[config.mk]
export PLATFORM = sky130hd
export DESIGN_NAME = instr_encoder
export DESIGN_NICKNAME = d
export VERILOG_FILES = /design/src/rtl/instr_encoder.sv
export SDC_FILE = /design/constraint.sdc
export NUM_CORES = 1
export LEC_CHECK = 0
export ABC_AREA = 1
export BUFFER_PORTS_ARGS = -buffer_cell sky130_fd_sc_hd__buf_2
export CAP_MARGIN = 30
export CORE_AREA = 3 3 123 125
export DETAILED_ROUTE_END_ITERATION = 8
export DIE_AREA = 0 0 126 128
export PLACE_DENSITY = 0.77
export SYNTH_ARGS = -nofsm -noshare
export SYNTH_HDL_FRONTEND = slang
export SYNTH_SLANG_ARGS = --single-unit
[constraint.sdc]
create_clock -name i_clk -period 2.7 [get_ports i_clk]
set_clock_uncertainty 0.15 [all_clocks]
set_input_delay 0.27 -clock i_clk [delete_from_list [all_inputs] [get_ports i_clk]]
set_output_delay 0.27 -clock i_clk [all_outputs]
set_load 0.01 [all_outputs]
[src/rtl/instr_encoder.sv]
// ----------------------------------------------------------------------------
// instr_encoder
//   Packs register fields, funct bits and a 32-bit signed immediate into an
//   RV32I instruction word and streams the words, with sequential word
//   addresses, to an instruction-memory write port (valid/ready both sides).
//
//   Optional build macro: IMMENC_RANGE_CHECK_EN
//     defined   -> each accepted request is range-checked; o_instr_err travels
//                  with the (still truncated) word.
//     undefined -> no check logic, o_instr_err is constant 0.
//
// Ports
//   i_clk, i_rst_n        clock, synchronous active-low reset
//   i_start, i_base_addr  start a session at a word-aligned base address
//   i_req_valid/o_req_ready  request handshake
//   i_fmt, i_opcode, i_rd, i_rs1, i_rs2, i_funct3, i_funct7, i_imm  fields
//   o_instr_valid/i_instr_ready  output word handshake
//   o_instr, o_addr       encoded word and its write address
//   o_count               words emitted this session
//   o_busy                session running
//   o_instr_err           range error flag for the current o_instr
// ----------------------------------------------------------------------------
module instr_encoder #(
    parameter int ADDR_W    = 32,
    parameter int MAX_WORDS = 1024
) (
    input  logic              i_clk,
    input  logic              i_rst_n,
    input  logic              i_start,
    input  logic [ADDR_W-1:0] i_base_addr,
    input  logic              i_req_valid,
    output logic              o_req_ready,
    input  logic [2:0]        i_fmt,
    input  logic [6:0]        i_opcode,
    input  logic [4:0]        i_rd,
    input  logic [4:0]        i_rs1,
    input  logic [4:0]        i_rs2,
    input  logic [2:0]        i_funct3,
    input  logic [6:0]        i_funct7,
    input  logic [31:0]       i_imm,
    output logic              o_instr_valid,
    input  logic              i_instr_ready,
    output logic [31:0]       o_instr,
    output logic [ADDR_W-1:0] o_addr,
    output logic [ADDR_W-1:0] o_count,
    output logic              o_busy,
    output logic              o_instr_err
);

    typedef enum logic [1:0] {
        ST_IDLE = 2'd0,
        ST_RUN  = 2'd1,
        ST_FULL = 2'd2
    } state_t;

    localparam logic [2:0] FMT_R     = 3'd0;
    localparam logic [2:0] FMT_I     = 3'd1;
    localparam logic [2:0] FMT_S     = 3'd2;
    localparam logic [2:0] FMT_B     = 3'd3;
    localparam logic [2:0] FMT_U     = 3'd4;
    localparam logic [2:0] FMT_J     = 3'd5;
    localparam logic [2:0] FMT_SHIFT = 3'd6;

    localparam logic [31:0]       LP_NOP    = 32'h0000_0013;
    localparam logic [ADDR_W:0]   LP_MAX    = (ADDR_W+1)'(MAX_WORDS);
    localparam logic [ADDR_W:0]   LP_ONE_W  = (ADDR_W+1)'(1);
    localparam logic [ADDR_W-1:0] LP_STEP   = ADDR_W'(4);
    localparam logic [ADDR_W-1:0] LP_ONE    = ADDR_W'(1);

`ifdef IMMENC_RANGE_CHECK_EN
    // True when bits [31:lsb] are a pure sign extension of bit lsb.
    function automatic logic f_sext_ok(input logic [31:0] imm, input int lsb);
        logic [31:0] top_mask;
        top_mask = 32'hFFFF_FFFF << lsb;
        return ((imm & top_mask) == 32'h0000_0000) || ((imm & top_mask) == top_mask);
    endfunction

    // Range violation for one request; fmt 7 (nop) is always flagged.
    function automatic logic f_range_err(input logic [2:0] fmt, input logic [31:0] imm);
        logic err;
        case (fmt)
            FMT_I, FMT_S: err = !f_sext_ok(imm, 11);
            FMT_B:        err = !f_sext_ok(imm, 12) || imm[0];
            FMT_J:        err = !f_sext_ok(imm, 20) || imm[0];
            FMT_U:        err = (imm[11:0] != 12'h000);
            FMT_SHIFT:    err = (imm[31:5] != 27'd0);
            FMT_R:        err = 1'b0;
            default:      err = 1'b1;
        endcase
        return err;
    endfunction
`endif

    state_t            r_state;
    state_t            w_state_next;
    logic              r_instr_valid;
    logic [31:0]       r_instr;
    logic [ADDR_W-1:0] r_addr;
    logic [ADDR_W-1:0] r_count;
    logic              r_err;

    logic [31:0]       w_enc;
    logic              w_err;
    logic              w_req_ready;
    logic              w_accept;
    logic              w_out_hs;
    logic              w_room;
    logic              w_last_hs;

    // Words accepted so far (emitted + pending) must stay below the session limit.
    assign w_room    = ({1'b0, r_count} + {{ADDR_W{1'b0}}, r_instr_valid}) < LP_MAX;
    assign w_out_hs  = r_instr_valid && i_instr_ready;
    assign w_last_hs = w_out_hs && (({1'b0, r_count} + LP_ONE_W) == LP_MAX);
    assign w_accept  = i_req_valid && w_req_ready;

    // Field packing for each instruction format.
    always_comb begin
        w_enc = LP_NOP;
        case (i_fmt)
            FMT_R:     w_enc = {i_funct7, i_rs2, i_rs1, i_funct3, i_rd, i_opcode};
            FMT_I:     w_enc = {i_imm[11:0], i_rs1, i_funct3, i_rd, i_opcode};
            FMT_SHIFT: w_enc = {i_funct7, i_imm[4:0], i_rs1, i_funct3, i_rd, i_opcode};
            FMT_S:     w_enc = {i_imm[11:5], i_rs2, i_rs1, i_funct3, i_imm[4:0], i_opcode};
            FMT_B:     w_enc = {i_imm[12], i_imm[10:5], i_rs2, i_rs1, i_funct3,
                                i_imm[4:1], i_imm[11], i_opcode};
            FMT_U:     w_enc = {i_imm[31:12], i_rd, i_opcode};
            FMT_J:     w_enc = {i_imm[20], i_imm[10:1], i_imm[11], i_imm[19:12],
                                i_rd, i_opcode};
            default:   w_enc = LP_NOP;
        endcase
    end

    // Range flag that travels with the accepted word.
    always_comb begin
`ifdef IMMENC_RANGE_CHECK_EN
        w_err = f_range_err(i_fmt, i_imm);
`else
        w_err = 1'b0;
`endif
    end

    // Request ready: only while running, never in a start cycle, and only when
    // the output slot frees up this cycle and the session has room left.
    always_comb begin
        w_req_ready = 1'b0;
        if ((r_state == ST_RUN) && !i_start && w_room) begin
            w_req_ready = !r_instr_valid || i_instr_ready;
        end else begin
            w_req_ready = 1'b0;
        end
    end

    // Next-state logic; i_start always (re)enters RUN.
    always_comb begin
        w_state_next = r_state;
        case (r_state)
            ST_IDLE: begin
                if (i_start) w_state_next = ST_RUN;
                else         w_state_next = ST_IDLE;
            end
            ST_RUN: begin
                if (i_start)        w_state_next = ST_RUN;
                else if (w_last_hs) w_state_next = ST_FULL;
                else                w_state_next = ST_RUN;
            end
            ST_FULL: begin
                if (i_start) w_state_next = ST_RUN;
                else         w_state_next = ST_FULL;
            end
            default: w_state_next = ST_IDLE;
        endcase
    end

    // State, output word register, address and count.
    always_ff @(posedge i_clk) begin
        if (!i_rst_n) begin
            r_state       <= ST_IDLE;
            r_instr_valid <= 1'b0;
            r_instr       <= 32'h0000_0000;
            r_addr        <= {ADDR_W{1'b0}};
            r_count       <= {ADDR_W{1'b0}};
            r_err         <= 1'b0;
        end else if (i_start) begin
            // A new session drops any pending word.
            r_state       <= w_state_next;
            r_instr_valid <= 1'b0;
            r_addr        <= i_base_addr;
            r_count       <= {ADDR_W{1'b0}};
            r_err         <= 1'b0;
        end else begin
            r_state <= w_state_next;
            if (w_out_hs) begin
                r_addr  <= r_addr + LP_STEP;
                r_count <= r_count + LP_ONE;
            end
            if (w_accept) begin
                r_instr       <= w_enc;
                r_err         <= w_err;
                r_instr_valid <= 1'b1;
            end else if (w_out_hs) begin
                r_instr_valid <= 1'b0;
            end
        end
    end

    assign o_req_ready   = w_req_ready;
    assign o_instr_valid = r_instr_valid;
    assign o_instr       = r_instr;
    assign o_addr        = r_addr;
    assign o_count       = r_count;
    assign o_busy        = (r_state == ST_RUN);
    assign o_instr_err   = r_err;

endmodule
==> results.rst, run 1 <==
.. list-table::
   :header-rows: 1

   * - Metric
     - Value
   * - Outcome
     - completed
   * - Ys flop type
     - dfxtp_1
   * - Share of flip-flops with an asynchronous set or reset
     - 0
   * - Starting density of the core
     - 0.505
   * - Logic pwr share
     - 0.153
   * - Static Leakage
     - 4.89 nW
   * - Final sum of negative setup slack
     - 0 ns
   * - Worst VDD drop
     - 261 uV
   * - Clock tree buffer depth
     - 2
   * - GRT met2 Usage
     - 0.534
   * - Total net switching power
     - 0.967 mW
   * - Area of the mapped netlist
     - 7060 um^2
   * - WL final
     - 25.2 mm
   * - Cell variety after synth
     - 38
   * - Cell area after layout
     - 9340 um^2
   * - Pin count of the biggest net entering global routing
     - 45
   * - Max Cap Violations
     - 0
   * - Final count of negative-setup-slack endpoints
     - 0
   * - Drt drc
     - 0
   * - Number of global-route vias before repair
     - 8177
   * - Sequential element share of the synthesized area
     - 0.281
   * - Worst EP arrival
     - 2.22 ns
   * - Register share of total power
     - 0.469
   * - Data required time at the worst endpoint
     - 2.28 ns
   * - Time the final worst path needs with I/O delays and setup
     - 2.64 ns
   * - H-Tree Level Count
     - 3
   * - DIE AREA
     - 16100 um^2
   * - Number of clock sinks seen by CTS
     - 99
   * - First-pass GRT wire length
     - 40.4 mm
   * - Vias/cell
     - 5.16
   * - Top-level port count
     - 204
   * - Core Rows
     - 43
   * - Placer's final routability congestion estimate
     - 0.981
   * - Worst Tran Pin Value
     - 0.698 ns
   * - Vias
     - 8595
   * - Final Hold Vio Count
     - 0
   * - Gr busiest metal
     - met2
   * - # fillers
     - 1356
   * - Commonest non-fill, non-tap cells in the layout
     - nand2_1 (367), buf_2 (202), inv_1 (184)
   * - Met3 global-route usage
     - 0.0579
   * - Normalized max-slew margin
     - 0.534
   * - CTS tree
     - yes
   * - Total of buffers placed on input and output ports
     - 202
   * - Grt total ovfl
     - 0
   * - Number of CTS-inserted buffers
     - 9
   * - Diodes inserted
     - 0
   * - Clock network latency to the later pin of the worst-skew pair
     - 0.36 ns
   * - Final antenna-violating net count
     - 0
   * - Total chip power
     - 3.32 mW
   * - Crit share post-route
     - 0.976
   * - Wirelength per Cell
     - 15.1 um
   * - Power Density
     - 355 nW/um^2
   * - Crit start category
     - flip-flop
   * - Count of state elements after synthesis
     - 99
   * - Count of nets after finishing
     - 1588
   * - Number of antenna violations at the first check in global routing
     - 0
   * - Clock transition time at the flip-flop clock pins of the worst setup and hold paths
     - 0.07 ns
   * - Number of pins with negative max-slew slack in the final report
     - 0
   * - Floorplan die height
     - 128 um
   * - Met1 Track Usage GR
     - 0.379
   * - EDFF count, synth
     - 0
   * - Pre-antenna DRT Iters
     - 5
   * - Post-DP HPWL
     - 19.6 mm
   * - Maximum achievable frequency
     - 379 MHz
   * - Die extent in x
     - 126 um
   * - Post-Synthesis Net Count
     - 1329
   * - Maximum fanout encountered on the critical timing path
     - 5
   * - Synthesis-to-finish area growth
     - 32.3%
   * - Share of total power in the clock network
     - 0.378
   * - Placeable core region
     - 14000 um^2
   * - Clk Tree Root Cell
     - clkbuf_16
   * - Synth Area per Inst
     - 5.77 um^2
   * - Worst Hold Class
     - input port to flip-flop
   * - Most common cell after layout, fill and taps aside
     - nand2_1
   * - Global-route total usage across every layer
     - 0.309
   * - Design internal power
     - 2.35 mW
   * - Crit path capture type
     - primary output
   * - Share of final-layout standard cells stronger than drive strength 1
     - 0.284
   * - Area after detailed placement
     - 8630 um^2
   * - RSZ-0062 raised after global routing
     - true
   * - Gate count after technology mapping
     - 1223
   * - Switching part of the total power
     - 0.291
   * - Total number of yosys warnings
     - 0
   * - Category of the critical setup timing path
     - flip-flop to primary output
   * - Violation count after the first detailed-routing iteration
     - 721
==> state kept, by name (all words and copies together) (netlist names) <==
signal	count
o_instr_valid	1
o_addr	32
o_instr	32
o_count	32
r_state	2
==> metrics by stage <==
| stage | worst slack [ns] | utilization | hold slack, ns | instances |
|---|---|---|---|---|
| 3_3_place_gp | 0.0589 | 0.617 | 0.342 | 1633 |
| 2_1_floorplan | 0.449 | - | 0.253 | 1223 |
| 4_1_cts | 0.00485 | 0.649 | 0.000594 | 1658 |
| 6_report | 0.0643 | 0.668 | 0.00767 | 1667 |
| 3_5_place_dp | 0.0644 | 0.617 | 0.341 | 1633 |
| 5_1_grt | -0.0541 | 0.668 | 0.00543 | 1667 |
==> final timing paths <==
path / startpoint / end / slack (ns) / depth (start not counted)
hold / removal: i_base_addr[1] / o_addr[1] / 0.008 / 3
setup / recovery: o_count[9] / o_req_ready / 0.06 / 14
setup reg to reg: o_count[15] / o_instr[16] / 0.24 / 15
hold reg to reg: o_instr[30] / o_instr[30] / 0.36 / 4
==> metal layers <==
layer | part of all wire | routed length, um
met1 | 0.41 | 10300
met2 | 0.48 | 12100
met3 | 0.072 | 1820
met4 | 0.036 | 906
met5 | 0 | 0
==> cell type report <==
type                       instances  area, um^2  area share
multi-input combinational        902        4440       0.476
sequential                        99        2050       0.219
timing repair buffer             281        1640       0.176
inverter                         189         709      0.0759
clock buffer                      10         229      0.0245
tap                              180         225      0.0241
clock inverter                     6        46.3     0.00496
==> worst max-delay path, cell delays in order, from the launching register on <==
cell and delay, ns:
dfxtp_2 0.38, nand2_2 0.09, nor2_1 0.11, buf_4 0.15, inv_2 0.05, nor2_4 0.18
nand2_2 0.07, nand2_2 0.09, nand2_1 0.06, nor2_2 0.11, nand2_1 0.09, nor2_4 0.14
nand2_2 0.08, nor2_4 0.12, buf_2 0.14
==> cell usage after synthesis, drive strengths merged (7+ instances only) <==
library cell	number	area, um^2
o21ai	40	200
a221oi	7	61.3
buf	14	81.3
nand2	412	1590
clkbuf	19	71.3
nor2	203	860
inv	189	709
o211ai	18	135
nand3	89	445
a31oi	17	106
dfxtp	99	1980
xor2	31	272
xnor2	7	61.3
nor3	12	65.1
a21oi	35	175
nand4	9	71.3
==> kinds of logic (layout without fill, tap and decap cells) <==
logic type,after synthesis,in the layout,share of synthesized area
DFF,99,99,0.281
AOI/OAI and AO/OA,130,130,0.111
adders and majority gates,2,2,0.00354
other,1,1,0.000531
buffers and inverters,222,486,0.122
and+or+nand+nor,731,731,0.435
xor gates and xnor gates,38,38,0.0471
==> repair_timing <==
action,CTS,global route
hold buffers,1,0
pin swaps,8,19
gates cloned,0,0
endpoints found under the hold margin,1,0
endpoints found under the setup margin,1,29
gates resized for setup,47,62
buffers inserted,8,9
==> power by group through the flow <==
stage               Sequential [mW]  Clock [mW]  Combinational, mW
global route                   1.57        1.33              0.572
CTS                            1.57        1.28              0.505
detailed placement             1.60           0              0.497
global placement               1.60           0              0.493
finish                         1.56        1.26              0.509
floorplan                      1.62           0              0.255
(Power assumes the default switching activity.)
==> run 2: changes to the inputs <==
--- a/config.mk
+++ b/config.mk
@@ -9,6 +9,7 @@
 export BUFFER_PORTS_ARGS = -buffer_cell sky130_fd_sc_hd__buf_2
 export CAP_MARGIN = 30
 export CORE_AREA = 3 3 123 125
+export CTS_BUF_LIST = sky130_fd_sc_hd__clkbuf_2
 export DETAILED_ROUTE_END_ITERATION = 8
 export DIE_AREA = 0 0 126 128
 export PLACE_DENSITY = 0.77
==> run 2 against run 1 <==
The flow now finishes with violations (setup timing). Sequential power is essentially flat. Fmax fell by 12%. Worst hold slack improved by 0.12 ns. Critical path depth decreased by 3. Design area rose by 14%. Flip-flop and latch count is the same. Clock power shrank 42%. Critical endpoint unchanged. Largest cell class unchanged.
==> results.rst, run 2 (synthesized netlist as in run 1, its figures left out) <==
.. list-table::
   :header-rows: 1

   * - Metric
     - Value
   * - Hold_sp
     - i_fmt[0]
   * - Vias
     - 10000
   * - Crit path capture type
     - primary output
   * - Synthesis-to-finish area growth
     - 50.2%
   * - Violation count after the first detailed-routing iteration
     - 993
   * - Vias/cell
     - 5.53
   * - First-pass GRT wire length
     - 49.0 mm
   * - Number of global-route vias before repair
     - 9759
   * - Starting density of the core
     - 0.505
   * - Post-route worst hold slack
     - 0.129 ns
   * - Post-DP HPWL
     - 19.6 mm
   * - H-Tree Level Count
     - 3
   * - Final std cells w/o fill
     - 1810
   * - Register share of total power
     - 0.517
   * - Final count of negative-setup-slack endpoints
     - 1
   * - Clk Tree Root Cell
     - clkbuf_2
   * - Maximum fanout encountered on the critical timing path
     - 6
   * - Top-level port count
     - 204
   * - Number of CTS-inserted buffers
     - 9
   * - DIE AREA
     - 16100 um^2
   * - Commonest non-fill, non-tap cells in the layout
     - nand2_1 (373), buf_2 (201), inv_1 (184)
   * - Die extent in x
     - 126 um
   * - Drt drc
     - 0
   * - Switching part of the total power
     - 0.337
   * - Beginning of the worst register-to-register path
     - o_instr_valid
   * - Area after detailed placement
     - 8630 um^2
   * - Share of total power in the clock network
     - 0.240
   * - RSZ-0062 raised after global routing
     - true
   * - Number of clock sinks seen by CTS
     - 99
   * - Design internal power
     - 2.02 mW
   * - Total chip power
     - 3.04 mW
   * - # fillers
     - 1045
   * - Layout Utilization
     - 0.758
   * - Cell area after layout
     - 10600 um^2
   * - Crit share post-route
     - 1.11
   * - Final sum of negative setup slack
     - -0.291 ns
   * - Final antenna-violating net count
     - 0
   * - Failing checks
     - setup timing
   * - Power Density
     - 287 nW/um^2
   * - Total net switching power
     - 1.02 mW
   * - Number of cells traversed by the worst hold path
     - 5
   * - Number of pins with negative max-slew slack in the final report
     - 0
   * - Total of buffers placed on input and output ports
     - 202
   * - Number of antenna violations at the first check in global routing
     - 2
   * - Count of nets after finishing
     - 1729
   * - Final Hold Vio Count
     - 0
   * - Outcome
     - finished, violations left
   * - Most common cell after layout, fill and taps aside
     - nand2_1
   * - Worst VDD drop
     - 283 uV
   * - Worst Hold Class
     - input port to flip-flop
   * - Placeable core region
     - 14000 um^2
   * - Share of final-layout standard cells stronger than drive strength 1
     - 0.272
   * - R2R Path End
     - o_addr[8]
   * - Hold EP
     - o_instr[4]
   * - Placer's final routability congestion estimate
     - 0.981
   * - Max Cap Violations
     - 0
   * - Time the final worst path needs with I/O delays and setup
     - 2.99 ns
   * - Clock network latency to the later pin of the worst-skew pair
     - 0.66 ns
   * - Clock transition time at the flip-flop clock pins of the worst setup and hold paths
     - 0.33 ns
   * - Logic pwr share
     - 0.244
   * - Cell count of the worst reg-to-reg path
     - 9
   * - Internal reg-to-reg setup slack
     - 0.06 ns
   * - Clock tree buffer depth
     - 2
   * - WL final
     - 31.3 mm
   * - Normalized max-slew margin
     - 0.515
   * - Pin count of the biggest net entering global routing
     - 45
   * - Crit start category
     - flip-flop
   * - Data required time at the worst endpoint
     - 2.28 ns
   * - Pre-antenna DRT Iters
     - 6
   * - Category of the critical setup timing path
     - flip-flop to primary output
   * - Static Leakage
     - 5.48 nW
   * - Dpl cells
     - 1633
   * - Grt total ovfl
     - 0
   * - Worst Tran Pin Value
     - 0.727 ns
   * - Floorplan die height
     - 128 um
   * - Crit path setup slack, layout
     - -0.291 ns
   * - Wirelength per Cell
     - 17.3 um
   * - Core Rows
     - 43
   * - Worst EP arrival
     - 2.57 ns
   * - CTS tree
     - yes
   * - Pre-CTS worst setup slack
     - 0.0644 ns
   * - Global-route total usage across every layer
     - 0.376
   * - Maximum achievable frequency
     - 334 MHz
run 2: cell types whose count changed in the layout (fill, tap and decap cells not counted), moves of 3 or more:
cell / before / now
dlygate4sd3_1: 1 / 132
buf_4: 75 / 85
clkbuf_2: 0 / 10
clkbuf_16: 9 / 0
nand2_2: 39 / 30
dfxtp_1: 72 / 64
dfxtp_2: 15 / 21
nand2_1: 367 / 373
nand2_4: 6 / 9
nand3_1: 87 / 84
nand3_2: 2 / 5
run 2: timing repair:
item | in CTS | in global routing
endpoints found under the hold margin | 67 | 0
buffers inserted | 15 | 12
pin swaps | 17 | 23
gates resized for setup | 63 | 63
endpoints found under the setup margin | 1 | 50
hold buffers | 133 | 0
run 2: worst max path at each step:
stage | from | end | slack [ns] | cells past startpoint
after floorplan | o_count[0] | o_instr[11] | 0.45 | 16
after global placement | o_count[14] | o_req_ready | 0.06 | 13
after detailed placement | o_count[13] | o_instr[16] | 0.06 | 16
after CTS | o_count[3] | o_req_ready | -0.28 | 13
after global routing | o_count[5] | o_req_ready | -0.46 | 13
final | o_count[0] | o_req_ready | -0.29 | 11
run 2: layout make-up:
| cell class | count | area, um^2 | share of cell area |
|---|---|---|---|
| inverters | 189 | 709 | 0.0669 |
| well taps | 180 | 225 | 0.0212 |
| repair buffers | 422 | 3030 | 0.286 |
| flip-flops and latches | 99 | 2060 | 0.194 |
| multi-input cells | 902 | 4480 | 0.422 |
| clock inverters | 6 | 46.3 | 0.00437 |
| clock buffers | 10 | 50.0 | 0.00472 |
| diodes | 2 | 5.00 | 0.000472 |
run 2: layer usage:
layer  vias to the layer above  GRT usage  share of wire
met5                         -          0              0
met4                         0      0.217          0.066
met3                       204     0.0792          0.092
met2                       732      0.647           0.47
met1                      4466      0.431           0.37
li1                       4613          -              -
run 2: power groups by stage:
stage | Clock, mW | Sequential (mW) | Combinational [mW]
global placement | 0 | 1.60 | 0.493
CTS | 0.711 | 1.57 | 0.674
global route | 0.783 | 1.58 | 0.797
detailed placement | 0 | 1.60 | 0.497
finish | 0.729 | 1.57 | 0.740
floorplan | 0 | 1.62 | 0.255
run 2: worst max-delay path, cell delays in order (launching register included):
cell	delay [ns]
dfxtp_2	0.44
nand2_4	0.08
nor2_4	0.20
nand2_2	0.16
o21ai_1	0.20
nand3_1	0.13
nor2_2	0.16
nand2_1	0.09
nor2_2	0.14
nand2_2	0.07
nor2_4	0.12
buf_6	0.12
